===== src/rtl/disp_scan.sv =====
// Four-digit time-multiplexed 7-segment scanner feeding an MC14495-style decoder.
// Optional leading-zero suppression is enabled with `define LEADING_ZERO_BLANK_EN.
module disp_scan #(
    parameter int SCAN_DIV     = 100000,
    parameter int BLANK_CYCLES = 16,
    parameter int CNT_W        = 17
) (
    input  logic        clk,
    input  logic        rst,
    input  logic [15:0] hexs,
    input  logic [3:0]  points,
    input  logic [3:0]  LEs,
    output logic [3:0]  AN,
    output logic [3:0]  HEX,
    output logic        point,
    output logic        LE
);

    // sel | meaning
    //  0  | digit 0 (rightmost) slot
    //  1  | digit 1 slot
    //  2  | digit 2 slot
    //  3  | digit 3 slot, its wrap reloads the snapshot
    localparam logic [1:0] SEL_LAST = 2'd3;

    localparam int BW = (BLANK_CYCLES > 0) ? $clog2(BLANK_CYCLES + 1) : 1;
    localparam logic [CNT_W-1:0] DIV_LAST   = CNT_W'(SCAN_DIV - 1);
    localparam logic [BW-1:0]    BLANK_INIT = BW'(BLANK_CYCLES);

    logic [CNT_W-1:0] div_cnt_q, div_cnt_d;
    logic [1:0]       sel_q, sel_d;
    logic [BW-1:0]    blank_cnt_q, blank_cnt_d;
    logic             load_pending_q, load_pending_d;

    logic [15:0]      snap_hex_q, snap_hex_d;
    logic [3:0]       snap_points_q, snap_points_d;
    logic [3:0]       snap_les_q, snap_les_d;

    logic [3:0]       an_q, an_d;
    logic [3:0]       hex_q, hex_d;
    logic             point_q, point_d;
    logic             le_q, le_d;

    logic             wrap;
    logic             load;
    logic [3:0]       suppress;
    logic [3:0]       digit;

    always_comb begin
        wrap        = (div_cnt_q == DIV_LAST);
        div_cnt_d   = wrap ? '0 : div_cnt_q + 1'b1;
        sel_d       = wrap ? sel_q + 2'd1 : sel_q;
        blank_cnt_d = blank_cnt_q;
        if (wrap) begin
            blank_cnt_d = BLANK_INIT;
        end else if (blank_cnt_q != '0) begin
            blank_cnt_d = blank_cnt_q - 1'b1;
        end

        load           = load_pending_q | (wrap && (sel_q == SEL_LAST));
        load_pending_d = 1'b0;
        snap_hex_d     = load ? hexs   : snap_hex_q;
        snap_points_d  = load ? points : snap_points_q;
        snap_les_d     = load ? LEs    : snap_les_q;
    end

    // A digit is a leading zero only if it and every digit to its left is 0 with no dot.
`ifdef LEADING_ZERO_BLANK_EN
    always_comb begin
        suppress    = 4'b0000;
        suppress[3] = (snap_hex_d[15:12] == 4'h0) && !snap_points_d[3];
        suppress[2] = suppress[3] && (snap_hex_d[11:8] == 4'h0) && !snap_points_d[2];
        suppress[1] = suppress[2] && (snap_hex_d[7:4] == 4'h0) && !snap_points_d[1];
    end
`else
    assign suppress = 4'b0000;
`endif

    // Outputs are decoded from next-state values so they land on the same edge as sel/blank_cnt.
    always_comb begin
        digit = snap_hex_d[{sel_d, 2'b00} +: 4];
        hex_d = digit;
        if (blank_cnt_d != '0) begin
            an_d    = 4'b1111;
            point_d = 1'b0;
            le_d    = 1'b1;
        end else begin
            an_d    = ~(4'b0001 << sel_d);
            point_d = snap_points_d[sel_d] & ~suppress[sel_d];
            le_d    = snap_les_d[sel_d] | suppress[sel_d];
        end
    end

    always_ff @(posedge clk or posedge rst) begin
        if (rst) begin
            div_cnt_q      <= '0;
            sel_q          <= 2'd0;
            blank_cnt_q    <= BLANK_INIT;
            load_pending_q <= 1'b1;
            snap_hex_q     <= 16'h0000;
            snap_points_q  <= 4'b0000;
            snap_les_q     <= 4'b1111;
            an_q           <= 4'b1111;
            hex_q          <= 4'h0;
            point_q        <= 1'b0;
            le_q           <= 1'b1;
        end else begin
            div_cnt_q      <= div_cnt_d;
            sel_q          <= sel_d;
            blank_cnt_q    <= blank_cnt_d;
            load_pending_q <= load_pending_d;
            snap_hex_q     <= snap_hex_d;
            snap_points_q  <= snap_points_d;
            snap_les_q     <= snap_les_d;
            an_q           <= an_d;
            hex_q          <= hex_d;
            point_q        <= point_d;
            le_q           <= le_d;
        end
    end

    assign AN    = an_q;
    assign HEX   = hex_q;
    assign point = point_q;
    assign LE    = le_q;

endmodule

===== config.mk =====
export PLATFORM = sky130hd
export DESIGN_NAME = disp_scan
export DESIGN_NICKNAME = d
export VERILOG_FILES = /design/src/rtl/disp_scan.sv
export SDC_FILE = /design/constraint.sdc
export NUM_CORES = 1
export LEC_CHECK = 0
export CAP_MARGIN = 20
export CORE_ASPECT_RATIO = 1.1
export CORE_UTILIZATION = 58
export CTS_BUF_LIST = sky130_fd_sc_hd__clkbuf_4 sky130_fd_sc_hd__clkbuf_8 sky130_fd_sc_hd__clkbuf_16
export DETAILED_ROUTE_END_ITERATION = 10
export PLACE_DENSITY = 0.8
export SYNTH_ARGS = -nofsm -noshare
export SYNTH_HDL_FRONTEND = slang
export SYNTH_SLANG_ARGS = --single-unit

===== constraint.sdc =====
create_clock -name clk -period 6.2 [get_ports clk]
set_clock_uncertainty 0.1 [all_clocks]
set_input_delay 1.24 -clock clk [delete_from_list [all_inputs] [get_ports clk]]
set_output_delay 1.24 -clock clk [all_outputs]
set_load 0.01 [all_outputs]

# Word-level counts from Yosys, hierarchy flattened
# Index checks and enable logic that the tools add are counted.
totals:
  register_bits: 59
  output_inout_bits: 10
  elab_cells: 43
op_classes:
  addsub: 3
  order_cmp: 1
  eq_ne: 2
  mux: 16
  bitwise_logic: 5
  n_reduce_logical: 3
  n_shift: 2
op_table:
  columns: ["cell", "n"]
  rows:
  - ["$add 17x1->17 const B", 1]
  - ["$eq 17x17->1 const B", 1]
  - ["$mux 17", 1]
  - ["$mux 16", 1]
  - ["$shiftx 16x5->4", 1]
  - ["$mux 4", 3]
  - ["$mux 5", 2]
  - ["$reduce_bool 5->1", 2]
  - ["$bmux 1 s2", 3]
  - ["$mux 1", 5]
  - ["$sub 5x1->5 const B", 1]
  - ["$not 4->4", 1]
  - ["$shl 1x2->4 const A", 1]
  - ["$lt 2x3->1 const B", 1]
  - ["$add 2x1->2 const B", 1]
  - ["$eq 2x2->1 const B", 1]
  - ["$mux 2", 1]
  - ["$or 1x1->1", 2]
  - ["$and 1x1->1", 1]
  - ["$logic_and 1x1->1", 1]
  - ["$not 1->1", 1]

# Depth between registers and ports, before layout
depth:
  word_depth: 8
  depth_mapped: 10
  depth_no_buf: 8

# Worst setup path after synthesis
# No wires, ideal clock.
synth_path:
  path_kind: "reg-to-reg"
  from: "reg div_cnt_q[0]"
  to: "reg point_q (netlist: point)"
  required_ps: 5979
  stages_incl_launch_ff: 10
  arrival_time_ps: 2217
  path_buffers: 2
  path_slack_ps: 3762
  cell_sequence: "dfrtp_1 ha_1 and4_1 and4_1 buf_6 a21oi_2 buf_6 mux2_4 mux2_2 a22o_1"
synth_via:
  elab_chain_cells: 8
synth_lines:
  columns: ["item", "line_no", "rtl"]
  rows:
  - ["start, declared", "30", "logic [CNT_W-1:0] div_cnt_q, div_cnt_d;"]
  - ["start signal, assigned", "108", "div_cnt_q <= div_cnt_d;"]
  - ["$eq 17x17->1", "50", "wrap = (div_cnt_q == DIV_LAST);"]
  - ["$logic_and 1x1->1", "60", "load = load_pending_q | (wrap && (sel_q == SEL_LAST));"]
  - ["$or 1x1->1", "60", null]
  - ["$mux 4", "63", "snap_points_d = load ? points : snap_points_q;"]
  - ["net snap_points_d[2]", "36", "logic [3:0] snap_points_q, snap_points_d;"]
  - ["$bmux 1 s2", "89", "point_d = snap_points_d[sel_d] & ~suppress[sel_d];"]
  - ["$mux 1 (implied by the code)", "89", null]
  - ["$and 1x1->1", "89", null]
  - ["$mux 1", "83", "if (blank_cnt_d != '0) begin"]
  - ["net point_d", "41", "logic point_q, point_d;"]
  - ["end signal, assigned", "117", "point_q <= point_d;"]
  - ["end, declared", "41", null]
# The timed path passes the listed nets, and every way through them passes these cells. The select of a mux whose other input is x is not followed.

# Worst setup path in the final report
# Ends and elaborated chain as after synthesis.

==> out/metrics.cfg <==
[run_status]
status=complete, no violations

[yosys]
synth_xor_area_share_pct=5.70
syn_inst=206
syn_area_mm2=0.00264
yosys.area_share.simple_pct=11.9
synth_top_cell_by_area=dfrtp_1
ys_seq_area_share_pct=56.6
synth.avg_cell_area_um2=12.8
synth_common_cells=48 x dfrtp_1, 24 x mux2_2, 17 x mux2i_1
synth_top_family_by_area=multiplexers
synth_cell_types=41
synth.area.top_cells=dfrtp_1 46%, dfstp_2 11%, mux2_2 10%, mux2i_1 6.5%, xnor2_1 3.3%
synth-main-ff-cell=dfrtp_1
ys_ff_latch=59
synthAdderAreaFrac_pct=1.42
synth-edff-count=0
post-synth-top-count-cell=dfrtp_1
async_flop_share_pct=100
synth_compound_area_share_pct=3.61
yosysWarnings=0
synth_mux_area_share_pct=18.1
synth_top_area_share_pct=45.6
mappedNetlistNets=235

[detailed_routing]
viasPerCell=5.49
drt_pass1_iterations=4
drtAntennaViolNets=0
vias=1690
routedWlPerCell_um=15.2
drt_iter0_markers=110
finalWirelength_um=4670
drcViolationCount=0

[worst_setup_path]
worstReg2RegStart=div_cnt_q[0]$_DFF_PP0_
path_max_fanout=29
arrival_ns=3.14
worstSetupPathType=reg -> reg
start_kind=flip-flop
critPathCaptureType=flip-flop
cp.required_ns=6.32
r2r_setup_slack_ns=3.17
worst_r2r_path_depth=8
reg2reg_to=point$_DFF_PP0_

[final_layout]
fin_area_mm2=0.00320
layout.nets=278
syn_to_final_growth_pct=21.6
drive_gt1_share_pct=23.6
diodes=0

[power_and_ir_drop]
p_clk_share_pct=39.2
p_leak_nw=1.43
ir_worst_vdd_mv=0.191
netSwitchingPower_mw=0.182
powerDensity_mw_per_mm2=248
seqPwrFrac_pct=52.0
swShare_pct=22.9
combPwrFrac_pct=8.8
p_int_mw=0.613

[clocking]
cts_buffer_depth=2
path_clk_slew_ns=0.07
cts_root_buf=clkbuf_8
tritoncts=yes
htree_levels=3
cts_buffers=9
insertion_delay_ns=0.33
cts.hold.buffers_added=0
postCtsSetupBuffers=0
cts_sinks=59
cts_resized=0

[timing]
finalHoldViolCount=0
report.final.slew_viol_count=0
setup_viol=0
worst_pin_slew_ns=0.802
min_period_ns=3.03
period_share_pct=48.8
rsz0062_at_grt=no
maxSlewHeadroom_pct=46.5
fin_setup_tns_ns=0
fmax_mhz=330

[global_routing]
grt_pass1_wl_um=8140
grt_start_max_net_pins=60
antenna_found_initial=0
grt_pass1_vias=1793
globalRoute.totalOverflow=0
grtUsageTotal_pct=23.3

[worst_hold_path]
hp-class=reg -> reg
hold_path.startpoint=div_cnt_q[0]$_DFF_PP0_
hold_depth=1
holdPathEnd=div_cnt_q[0]$_DFF_PP0_

[place]
portBuffers=35
dpl.hpwl_um=3140
placed_area_mm2=0.00303
place.gp.congestion=0.747

[floorplanning]
die_y_um=72.7
die_w_um=66.3
dieArea_mm2=0.00482
initial_core_util_pct=61.0
num_rows=25
io_pins=36
core_area_mm2=0.00432

[run]
drv_cap=0

worst max path at each step:
| stage | start | to | depth (start not counted) |
|---|---|---|---|
| final | div_cnt_q[0]$_DFF_PP0_ | point$_DFF_PP0_ | 8 |
| after global routing | div_cnt_q[0]$_DFF_PP0_ | LE$_DFF_PP1_ | 7 |
| after CTS | div_cnt_q[0]$_DFF_PP0_ | LE$_DFF_PP1_ | 7 |
| after detailed placement | div_cnt_q[0]$_DFF_PP0_ | LE$_DFF_PP1_ | 7 |
| after global placement | div_cnt_q[0]$_DFF_PP0_ | point$_DFF_PP0_ | 8 |
| after floorplan | rst | HEX[0]$_DFF_PP0_ | 1 |
sequential cells by signal (all words and copies together) (netlist names):
register,count
LE,1
HEX,4
sel_q,2
point,1
snap_points_q,4
snap_les_q,4
snap_hex_q,16
div_cnt_q,17
AN,4
blank_cnt_q,5
load_pending_q,1
cell type report:
cell class | instances | area (um2)
clock buffers | 11 | 151
well taps | 54 | 67.6
clock inverters | 5 | 27.5
multi-input cells | 137 | 1080
inverters | 5 | 23.8
repair buffers | 37 | 365
fillers | 295 | 1110
flip-flops and latches | 59 | 1490
layer usage:
| metal | GRT usage [%] | share of wire, % |
|---|---|---|
| met2 | 37.2 | 50 |
| met5 | 0 | 0 |
| met4 | 13.0 | 1.5 |
| met1 | 28.9 | 45 |
| met3 | 6.09 | 3.9 |
cell usage in the layout, fill, tap and decap left out, drive strengths merged, types with 2 or more instances in the layout:
master / count
a21oi: 6
dfrtp: 48
clkdlybuf4s50: 35
buf: 2
nor2b: 2
ha: 3
o21ai: 3
nand3: 6
and4: 3
nand4: 3
xnor2: 11
xor2: 4
nor3: 3
nand2: 15
dfstp: 11
nand2b: 4
or3: 2
mux2: 25
and3: 3
clkbuf: 11
clkinv: 4
mux2i: 18
nor2: 14
inv: 5
stage by stage:
step / hold WS (ns) / utilization, % / setup WS [ns] / cells / total power [mW]
floorplan: 0.353 / - / 3.42 / 206 / 0.458
global placement: 0.367 / 70.1 / 3.26 / 292 / 0.490
detailed placement: 0.387 / 70.1 / 3.17 / 292 / 0.491
CTS: 0.399 / 74.2 / 3.15 / 308 / 0.804
global route: 0.416 / 74.2 / 2.94 / 308 / 0.829
finish: 0.397 / 74.2 / 3.17 / 308 / 0.795
power by group through the flow:
stage / registers (mW) / logic, mW / clock network [mW]
6_report: 0.414 / 0.0697 / 0.312
5_1_grt: 0.415 / 0.0772 / 0.336
4_1_cts: 0.414 / 0.0712 / 0.319
3_5_place_dp: 0.420 / 0.0705 / 0
3_3_place_gp: 0.420 / 0.0695 / 0
2_1_floorplan: 0.420 / 0.0377 / 0
cell families after synthesis:
logic type,Yosys count
AO/OA/AOI/OAI,15
XOR/XNOR,15
adder cells (fa/ha/maj),3
buffers and inverters,10
flip-flops,59
multiplexers,43
other,1
AND/OR/NAND/NOR,60
worst max-delay path, stage by stage (launching register included):
cell	delay, ns
dfrtp_1	0.41
ha_1	0.25
and4_1	0.24
and4_1	0.46
a21oi_2	0.24
buf_4	0.36
mux2_2	0.40
mux2_2	0.27
a22o_1	0.18
Power figures use the tool's default switching activity.
